<file path="config.mk">
export PLATFORM = sky130hd
export DESIGN_NAME = compression_decompression_dict_flat
export DESIGN_NICKNAME = d
export VERILOG_FILES = /design/src/rtl/compression_decompression_dict_if.sv /design/src/rtl/compression_decompression_dict.sv /design/src/flat_wrapper.sv
export SDC_FILE = /design/constraint.sdc
export NUM_CORES = 2
export LEC_CHECK = 0
export BUFFER_PORTS_ARGS = -buffer_cell sky130_fd_sc_hd__buf_2
export CAP_MARGIN = 0
export CORE_AREA = 2 2 319 558
export DETAILED_ROUTE_END_ITERATION = 10
export DIE_AREA = 0 0 321 560
export PLACE_DENSITY = 0.52
export SETUP_SLACK_MARGIN = 0.1
export SYNTH_ARGS = -nofsm -noshare
export SYNTH_HDL_FRONTEND = slang
export SYNTH_SLANG_ARGS = --single-unit
export TNS_END_PERCENT = 50
</file>
<file path="constraint.sdc">
create_clock -name clk -period 16.11 [get_ports clk]
set_input_delay 3.222 -clock clk [delete_from_list [all_inputs] [get_ports clk]]
set_output_delay 3.222 -clock clk [all_outputs]
set_load 0.02 [all_outputs]
</file>
<file path="src/rtl/compression_decompression_dict_if.sv">
// Command/response bundle of the run-time dictionary codec.
//
// Handshake: a command transfers on a rising clk edge where cmd_valid and
// cmd_ready are both high; the master holds command/data_in/compressed_in
// stable while cmd_valid is high and not yet accepted. The result outputs
// are meaningful on the single cycle resp_valid is high and hold afterwards.
interface compression_decompression_dict_if #(
  parameter int DATA_W = 80,
  parameter int IDX_W  = 8,
  parameter int DEPTH  = 16
);
  localparam int OCC_W = $clog2(DEPTH + 1);

  logic              cmd_valid;
  logic              cmd_ready;
  logic [1:0]        command;
  logic [DATA_W-1:0] data_in;
  logic [IDX_W-1:0]  compressed_in;
  logic [IDX_W-1:0]  compressed_out;
  logic [DATA_W-1:0] decompressed_out;
  logic [1:0]        response;
  logic              resp_valid;
  logic              resp_new;
  logic [OCC_W-1:0]  occupancy;

  modport master (
    output cmd_valid, command, data_in, compressed_in,
    input  cmd_ready, compressed_out, decompressed_out, response,
           resp_valid, resp_new, occupancy
  );

  modport slave (
    input  cmd_valid, command, data_in, compressed_in,
    output cmd_ready, compressed_out, decompressed_out, response,
           resp_valid, resp_new, occupancy
  );
endinterface

</file>
<file path="src/rtl/compression_decompression_dict.sv">
// Run-time built dictionary codec: COMPRESS maps a DATA_W-bit value to its
// dictionary index (inserting it when absent), DECOMPRESS maps an index back
// to its value, CLEAR empties the dictionary. Lookup is a sequential scan.
module compression_decompression_dict #(
  parameter int DATA_W = 80,
  parameter int IDX_W  = 8,
  parameter int DEPTH  = 16
) (
  input  logic       clk,
  input  logic       reset,
  compression_decompression_dict_if.slave bus,
  output logic [1:0] dbg_state
);
  localparam int OCC_W = $clog2(DEPTH + 1);
  localparam int AW    = (DEPTH > 1) ? $clog2(DEPTH) : 1;

  localparam logic [1:0] CMD_NOP    = 2'b00;
  localparam logic [1:0] CMD_COMP   = 2'b01;
  localparam logic [1:0] CMD_DECOMP = 2'b10;
  localparam logic [1:0] CMD_CLEAR  = 2'b11;

  localparam logic [1:0] RSP_NONE   = 2'b00;
  localparam logic [1:0] RSP_COMP   = 2'b01;
  localparam logic [1:0] RSP_DECOMP = 2'b10;
  localparam logic [1:0] RSP_ERROR  = 2'b11;

  typedef enum logic [1:0] {
    IDLE    = 2'd0,
    SEARCH  = 2'd1,
    DECODE  = 2'd2,
    RESPOND = 2'd3
  } state_t;

  state_t state_q, state_d;

  logic [DATA_W-1:0] mem [DEPTH];
  logic [OCC_W-1:0]  count_q;
  logic [OCC_W-1:0]  ptr_q;
  logic [1:0]        cmd_q;
  logic [DATA_W-1:0] data_q;
  logic [IDX_W-1:0]  idx_q;
  logic              hit_q;
  logic              idx_ok_q;
  logic [DATA_W-1:0] read_q;

  logic accept;
  logic search_done;
  logic search_hit;
  logic idx_in_range;
  logic has_room;

  assign bus.cmd_ready = (state_q == IDLE);
  assign accept        = bus.cmd_valid && bus.cmd_ready;
  assign bus.occupancy = count_q;
  assign dbg_state     = state_q;
  assign idx_in_range  = (32'(idx_q) < 32'(count_q));
  assign has_room      = (32'(count_q) < DEPTH);

  // State register; reset aborts any search or decode in flight.
  always_ff @(posedge clk or posedge reset) begin
    if (reset) state_q <= IDLE;
    else       state_q <= state_d;
  end

  // Next-state logic and scan termination (miss at ptr==count, hit on equality).
  always_comb begin
    state_d     = state_q;
    search_done = 1'b0;
    search_hit  = 1'b0;
    case (state_q)
      IDLE: begin
        if (accept) begin
          case (bus.command)
            CMD_COMP:   state_d = SEARCH;
            CMD_DECOMP: state_d = DECODE;
            CMD_CLEAR:  state_d = DECODE;
            default:    state_d = IDLE;
          endcase
        end
      end
      SEARCH: begin
        if (ptr_q == count_q) begin
          search_done = 1'b1;
          state_d     = RESPOND;
        end else if (mem[ptr_q[AW-1:0]] == data_q) begin
          search_done = 1'b1;
          search_hit  = 1'b1;
          state_d     = RESPOND;
        end
      end
      DECODE:  state_d = RESPOND;
      RESPOND: state_d = IDLE;
      default: state_d = IDLE;
    endcase
  end

  // Command latch, scan pointer and decode read; inputs are not looked at after acceptance.
  always_ff @(posedge clk or posedge reset) begin
    if (reset) begin
      cmd_q    <= CMD_NOP;
      data_q   <= '0;
      idx_q    <= '0;
      ptr_q    <= '0;
      hit_q    <= 1'b0;
      idx_ok_q <= 1'b0;
      read_q   <= '0;
    end else begin
      case (state_q)
        IDLE: begin
          if (accept) begin
            cmd_q  <= bus.command;
            data_q <= bus.data_in;
            idx_q  <= bus.compressed_in;
            ptr_q  <= '0;
          end
        end
        SEARCH: begin
          if (search_done) hit_q <= search_hit;
          else             ptr_q <= ptr_q + 1'b1;
        end
        DECODE: begin
          idx_ok_q <= idx_in_range;
          read_q   <= idx_in_range ? mem[idx_q[AW-1:0]] : '0;
        end
        default: ;
      endcase
    end
  end

  // Entry storage; only slots below count are ever read, so no reset is needed.
  always_ff @(posedge clk) begin
    if (state_q == RESPOND && cmd_q == CMD_COMP && !hit_q && has_room)
      mem[count_q[AW-1:0]] <= data_q;
  end

  // Result registers and occupancy; all change on the edge that raises resp_valid.
  always_ff @(posedge clk or posedge reset) begin
    if (reset) begin
      count_q              <= '0;
      bus.resp_valid       <= 1'b0;
      bus.response         <= RSP_NONE;
      bus.resp_new         <= 1'b0;
      bus.compressed_out   <= '0;
      bus.decompressed_out <= '0;
    end else begin
      bus.resp_valid <= 1'b0;
      if (state_q == RESPOND) begin
        bus.resp_valid       <= 1'b1;
        bus.resp_new         <= 1'b0;
        bus.compressed_out   <= '0;
        bus.decompressed_out <= '0;
        case (cmd_q)
          CMD_COMP: begin
            if (hit_q) begin
              bus.compressed_out <= IDX_W'(ptr_q);
              bus.response       <= RSP_COMP;
            end else if (has_room) begin
              bus.compressed_out <= IDX_W'(count_q);
              bus.response       <= RSP_COMP;
              bus.resp_new       <= 1'b1;
              count_q            <= count_q + 1'b1;
            end else begin
              bus.response <= RSP_ERROR;
            end
          end
          CMD_DECOMP: begin
            if (idx_ok_q) begin
              bus.decompressed_out <= read_q;
              bus.response         <= RSP_DECOMP;
            end else begin
              bus.response <= RSP_ERROR;
            end
          end
          default: begin
            count_q      <= '0;
            bus.response <= RSP_NONE;
          end
        endcase
      end
    end
  end
endmodule
</file>
<file path="src/flat_wrapper.sv">
// flat-port wrapper written by rule: the top's interface ports become plain ports
module compression_decompression_dict_flat 
#(
  parameter int DATA_W = 80,
  parameter int IDX_W  = 8,
  parameter int DEPTH  = 16
)
  (clk, reset, dbg_state, bus_cmd_valid, bus_command, bus_data_in, bus_compressed_in, bus_cmd_ready, bus_compressed_out, bus_decompressed_out, bus_response, bus_resp_valid, bus_resp_new, bus_occupancy);
  compression_decompression_dict_if #(.DATA_W(DATA_W), .IDX_W(IDX_W), .DEPTH(DEPTH)) bus_i ();
  input  logic clk;
  input  logic reset;
  output logic [1:0] dbg_state;
  input wire logic [$bits(bus_i.cmd_valid)-1:0] bus_cmd_valid;
  input wire logic [$bits(bus_i.command)-1:0] bus_command;
  input wire logic [$bits(bus_i.data_in)-1:0] bus_data_in;
  input wire logic [$bits(bus_i.compressed_in)-1:0] bus_compressed_in;
  output wire logic [$bits(bus_i.cmd_ready)-1:0] bus_cmd_ready;
  output wire logic [$bits(bus_i.compressed_out)-1:0] bus_compressed_out;
  output wire logic [$bits(bus_i.decompressed_out)-1:0] bus_decompressed_out;
  output wire logic [$bits(bus_i.response)-1:0] bus_response;
  output wire logic [$bits(bus_i.resp_valid)-1:0] bus_resp_valid;
  output wire logic [$bits(bus_i.resp_new)-1:0] bus_resp_new;
  output wire logic [$bits(bus_i.occupancy)-1:0] bus_occupancy;
  assign bus_i.cmd_valid = bus_cmd_valid;
  assign bus_i.command = bus_command;
  assign bus_i.data_in = bus_data_in;
  assign bus_i.compressed_in = bus_compressed_in;
  assign bus_cmd_ready = bus_i.cmd_ready;
  assign bus_compressed_out = bus_i.compressed_out;
  assign bus_decompressed_out = bus_i.decompressed_out;
  assign bus_response = bus_i.response;
  assign bus_resp_valid = bus_i.resp_valid;
  assign bus_resp_new = bus_i.resp_new;
  assign bus_occupancy = bus_i.occupancy;
  compression_decompression_dict #(.DATA_W(DATA_W), .IDX_W(IDX_W), .DEPTH(DEPTH)) u_core (.clk(clk), .reset(reset), .bus(bus_i), .dbg_state(dbg_state));
endmodule
</file>
# Yosys cells after proc, flatten, opt, wreduce, memory -nomap -nowiden

Memories as Yosys holds them, arrays and structs flattened.
Index checks and enable logic that the tools add are counted.

Register bits after elaboration: 276
Memory bits (writable): 1280
Memories: 1

Add/subtract/negate cells: 2
Magnitude comparators: 2
Eq/ne operators: 15
Multiplexer cells: 31
Bitwise operators: 1
Reductions and logical operators: 13

Memory list:

| memory     | words | bits a word | rd ports | clocked after memory_dff | wr ports | line                                 | source |
|---|---|---|---|---|---|---|---|
| u_core.mem | 16    | 80          | 2        | 0                        | 1        | compression_decompression_dict.sv:36 | `logic [DATA_W-1:0] mem [DEPTH];` |

Operators with widths:

| kind                | number |
|---|---|
| $mux 80             | 3 |
| $eq 80x80->1        | 1 |
| $mux 5              | 5 |
| $pmux 5 s2          | 2 |
| $mux 8              | 2 |
| $mux 1              | 11 |
| $add 5x1->5 const B | 2 |
| $eq 2x2->1 const B  | 5 |
| $mux 2              | 5 |
| $lt 8x5->1          | 1 |
| $pmux 2 s2          | 2 |
| $pmux 2 s4          | 1 |
| $eq 2x1->1 const B  | 3 |
| $ne 2x2->1 const B  | 3 |
| $reduce_and 2->1    | 3 |
| $eq 5x5->1          | 1 |
| $lt 5x5->1 const B  | 1 |
| $logic_and 1x1->1   | 4 |
| $reduce_and 4->1    | 1 |
| $ne 3x1->1 const B  | 1 |
| $reduce_and 3->1    | 1 |
| $logic_not 2->1     | 1 |
| $ne 2x1->1 const B  | 1 |
| $reduce_bool 2->1   | 1 |
| other kinds (3)     | 3 |

# Longest topological paths before layout

An unclocked memory read counts as a cell.

Word-level depth: 7
Mapped depth: 17

# Worst setup path after synthesis

No wires, ideal clock.

Kind: reg-to-reg
Start: reg u_core.state_q[1], in the netlist u_core.dbg_state[1]
End: mem u_core.mem[0][0] (enable)
Setup time: 0.616 ns
Arrival: 7.083 ns
Data required time: 15.494 ns
Setup slack: 8.411 ns
Cell stages (with the launch flop): 7
Cell sequence: dfrtp_1 ha_1 clkbuf_1 and4_1 clkbuf_1 nand2_1 nor3_1

Cells in the longest elaborated chain, start to end: 6

RTL lines:

| item                            | line                                  | source |
|---|---|---|
| start: declaration              | compression_decompression_dict.sv:34  | `state_t state_q, state_d;` |
| start signal: assignment        | compression_decompression_dict.sv:62  | `else state_q <= state_d;` |
| $eq 2x2->1                      | compression_decompression_dict.sv:132 | `if (state_q == RESPOND && cmd_q == CMD_COMP && !hit_q && has_room)` |
| $logic_and 1x1->1 (3 in series) | compression_decompression_dict.sv:132 |  |
| $mux 1                          | compression_decompression_dict.sv:132 |  |
| $mux 1 (not written as such)    | compression_decompression_dict.sv:133 | `mem[count_q[AW-1:0]] <= data_q;` |
| end: declaration                | compression_decompression_dict.sv:36  |  |

No other way between the ends.

# Final worst setup path

Start: reg u_core.ptr_q[0]
End: reg u_core.ptr_q[0]

Cells in the longest elaborated chain, start to end: 7
Elaborated cells between the ends (all ways): 11

RTL lines:

| item                              | line                                  | source |
|---|---|---|
| start: declaration                | compression_decompression_dict.sv:38  | `logic [OCC_W-1:0] ptr_q;` |
| start signal: assignment          | compression_decompression_dict.sv:119 | `else ptr_q <= ptr_q + 1'b1;` |
| $mem_v2 16x80                     | n/a                                   |  |
| $eq 80x80->1                      | compression_decompression_dict.sv:85  | `end else if (mem[ptr_q[AW-1:0]] == data_q) begin` |
| $mux 1                            | compression_decompression_dict.sv:85  |  |
| $mux 1                            | compression_decompression_dict.sv:82  | `if (ptr_q == count_q) begin` |
| $mux 1                            | compression_decompression_dict.sv:70  | `case (state_q)` |
| $ne 2x2->1 (no source line)       | n/a                                   |  |
| $reduce_and 3->1 (no source line) | n/a                                   |  |

Parallel ways exist; a longest one is shown, timed or not. The select of a mux whose other input is x is not followed.
A chain may end at the register's enable or synchronous reset.

==> flow_summary.json <==
{
  "detail_route.vias_per_cell": 6.06,
  "place_congestion": 0.792,
  "netlist-cell-type-count": 60,
  "grt_max_degree": 93,
  "ctsResizeCount": 0,
  "die_w_um": 321,
  "cp_data_required_time_ns": 16.84,
  "postSynthAreaPerCell_um2": 19.2,
  "synth-main-ff-cell": "sky130_fd_sc_hd__edfxtp_1",
  "num-nets-final": 3947,
  "clockRootBuffer": "sky130_fd_sc_hd__clkbuf_16",
  "place_worst_setup_slack_ns": 9.69,
  "max-cap-violations": 0,
  "final.setup.worst_slack_ns": 9.70,
  "fin_worst_skew_ns": 0.0360,
  "outcome": "completed",
  "postRouteWirelength_um": 217000,
  "synth_async_sr_flop_share_pct": 17.6,
  "worstSetupStartpointType": "flip-flop",
  "drcViolationCount": 0,
  "hold_viol": 0,
  "crit_type": "reg -> reg",
  "antenna_found_initial": 11,
  "place.detailed.hpwl_um": 124000,
  "placementRows": 204,
  "synthSimpleGateAreaFrac_pct": 1.57,
  "detail-route-antenna-nets": 0,
  "grt_first_pass_wirelength_um": 308000,
  "multi_input_area_um2": 22900,
  "cts_num_sinks": 1553,
  "clkTransAtPathRegs_ns": 0.06,
  "whs_path_depth": 1,
  "period_minus_slack_ns": 6.41,
  "grt_setup_unrepaired": "false",
  "number_of_enable_flip_flop_cells_after_synthesis": 1280,
  "leakage_power_figure_uw": 0.0262,
  "setup.worst_path.end_class": "flip-flop",
  "power_per_cell_area_nw_per_um2": 185,
  "combinational_family_with_the_most_area_after_synthesis": "multiplexers",
  "setup_viol": 0,
  "die_h_um": 560,
  "top_achievable_clock_speed_ghz": 0.156,
  "slew_violations": 0,
  "synth_largest_type_area_fraction_pct": 55.0,
  "numCtsBuffers": 161,
  "worstPathArrival_ns": 7.13,
  "cts_tree": "done",
  "timing.reg2reg.worst_path_depth": 12,
  "yosys_warnings": 0,
  "slew_headroom_pct": 22.0,
  "compound_cell_area_share_of_the_yosys_netlist_pct": 3.54,
  "design.core.area_um2": 176000,
  "clockBufferDepth": 4,
  "synthDominantAreaCellType": "sky130_fd_sc_hd__edfxtp_1",
  "effective_utilization_at_floorplan_pct": 39.8,
  "global_route.overflow_total": 0,
  "post_cts_hold_buffer_count": 0,
  "cts.repair_timing.setup_buffer_count": 0,
  "vias": 37778,
  "layout_worst_path_cycle_share_pct": 39.8,
  "synth_top_cells_by_count": "sky130_fd_sc_hd__edfxtp_1 (1,280), sky130_fd_sc_hd__mux4_2 (679), sky130_fd_sc_hd__dfrtp_1 (273)",
  "synthToLayoutAreaGrowth_pct": 12.6,
  "totalNegativeSetupSlack_ns": 0,
  "tightest_slew_ns": 1.17,
  "dr.first_iter.drc_count": 3209,
  "cts-htree-levels": 4,
  "critPathMaxFanout": 40,
  "port-buffer-count": 189,
  "yosys.cell_count.top_type": "sky130_fd_sc_hd__edfxtp_1",
  "grt.total_usage_pct": 24.2,
  "final-seq-area_um2": 45300,
  "postSynthCellCount": 3634,
  "yosys_register_bits": 1553,
  "worstSkewPairLatency_ns": 0.81,
  "hold_path.class": "reg -> reg",
  "synthMuxAreaShare_pct": 25.4,
  "first_global_vias": 40448,
  "drt_pass1_iterations": 5,
  "synth_xor_area_share_pct": 1.81,
  "synth-adder-area-share_pct": 0.269,
  "final.fill_count": 15231,
  "wl_per_cell_um": 34.9,
  "seq_area_frac_synth_pct": 64.8,
  "syn_area_um2": 69900,
  "post_route_cells_drive_above_1_share_pct": 33.6,
  "io_pins": 193,
  "die_area_um2": 180000,
  "post_synth_main_area_contributors": "sky130_fd_sc_hd__edfxtp_1 (55%), sky130_fd_sc_hd__mux4_2 (22%), sky130_fd_sc_hd__dfrtp_1 (9.8%)",
  "vdd_drop_max_v": 0.000116
}
## final timing paths
kind | from | endpoint | slack [ns]
max in group asynchronous | reset | u_core.idx_q[0] | 11.55
min in group asynchronous | reset | u_core.data_q[65] | 2.42
min reg2reg | u_core.bus.resp_new | u_core.bus.resp_new | 0.48
max reg2reg | u_core.ptr_q[0] | u_core.ptr_q[0] | 9.70
min | u_core.bus.resp_new | u_core.bus.resp_new | 0.48
max | u_core.ptr_q[0] | u_core.ptr_q[0] | 9.70
## flip-flops by register name (all words and copies together) (netlist names), 2 cells and up
register                     count
u_core.data_q                   80
u_core.read_q                   80
u_core.dbg_state                 2
u_core.ptr_q                     5
u_core.bus.response              2
u_core.bus.occupancy             5
u_core.bus.decompressed_out     80
u_core.idx_q                     8
u_core.mem                    1280
u_core.cmd_q                     2
u_core.bus.compressed_out        5
## cells by family (layout without fill, tap and decap cells)
logic type,after synthesis,in the layout
flip-flops,1553,1553
adder cells (fa/ha/maj),15,15
AND/OR/NAND/NOR,229,229
XOR/XNOR,144,144
buffers and inverters,431,756
multiplexers,909,909
AO/OA/AOI/OAI,352,352
other,1,6
## where the power goes
group          total, uW  internal, uW  switching, uW
logic               5130          2200           2930
clock network       3670          2080           1580
registers           5780          5120            664
total              14600          9400           5180
## worst max-delay path, stage by stage (launching register included)
cell and delay, ns:
sky130_fd_sc_hd__dfrtp_4 0.96, sky130_fd_sc_hd__buf_4 0.75, sky130_fd_sc_hd__buf_4 0.69, sky130_fd_sc_hd__mux4_2 0.59, sky130_fd_sc_hd__mux4_2 0.47, sky130_fd_sc_hd__xor2_1 0.17, sky130_fd_sc_hd__nor2_1 0.16, sky130_fd_sc_hd__nand4b_1 0.16
sky130_fd_sc_hd__nor4_1 0.83, sky130_fd_sc_hd__o2111a_1 0.43, sky130_fd_sc_hd__nand4b_1 0.49, sky130_fd_sc_hd__o21ai_1 0.35, sky130_fd_sc_hd__mux2_2 0.19
## cell type report
class                      count  share of cell area [%]
clock inverter                76                   0.879
tap                         2266                    3.60
multi-input combinational   1652                    29.1
clock buffer                 209                    5.52
timing repair buffer         292                    2.42
antenna                        3                 0.00954
inverter                     179                   0.868
sequential                  1553                    57.6
## stage by stage
stage               util (%)  hold WS, ns  cell area, um2  std cells  total power (uW)
floorplan                  -        0.466           69900       3636              8980
global placement        41.9        0.466           73600       5942             11100
detailed placement      41.9        0.468           73600       5942             11100
CTS                     44.8        0.481           78700       6227             14800
global route            44.8        0.510           78700       6228             15200
finish                  44.8        0.477           78700       6230             14600
## cells in the final DEF, fill, tap and decap left out, drive strengths merged, types with 69 or more instances in the layout
| cell type | n |
|---|---|
| a22o | 86 |
| buf | 292 |
| clkbuf | 209 |
| dfrtp | 273 |
| edfxtp | 1280 |
| inv | 183 |
| mux2 | 98 |
| mux2i | 132 |
| mux4 | 679 |
| nand2 | 69 |
| o22ai | 88 |
| xor2 | 76 |
## routing by layer
metal | share of wire (%) | up-vias | track usage [%] | wire [um]
li1 | - | 15447 | - | -
met1 | 39 | 20865 | 30.7 | 85500
met2 | 52 | 1153 | 42.7 | 114000
met3 | 4.4 | 309 | 2.81 | 9540
met4 | 3.9 | 4 | 8.73 | 8400
met5 | 0.012 | - | 0 | 26
Note: power is estimated with default switching activity, not from simulation.
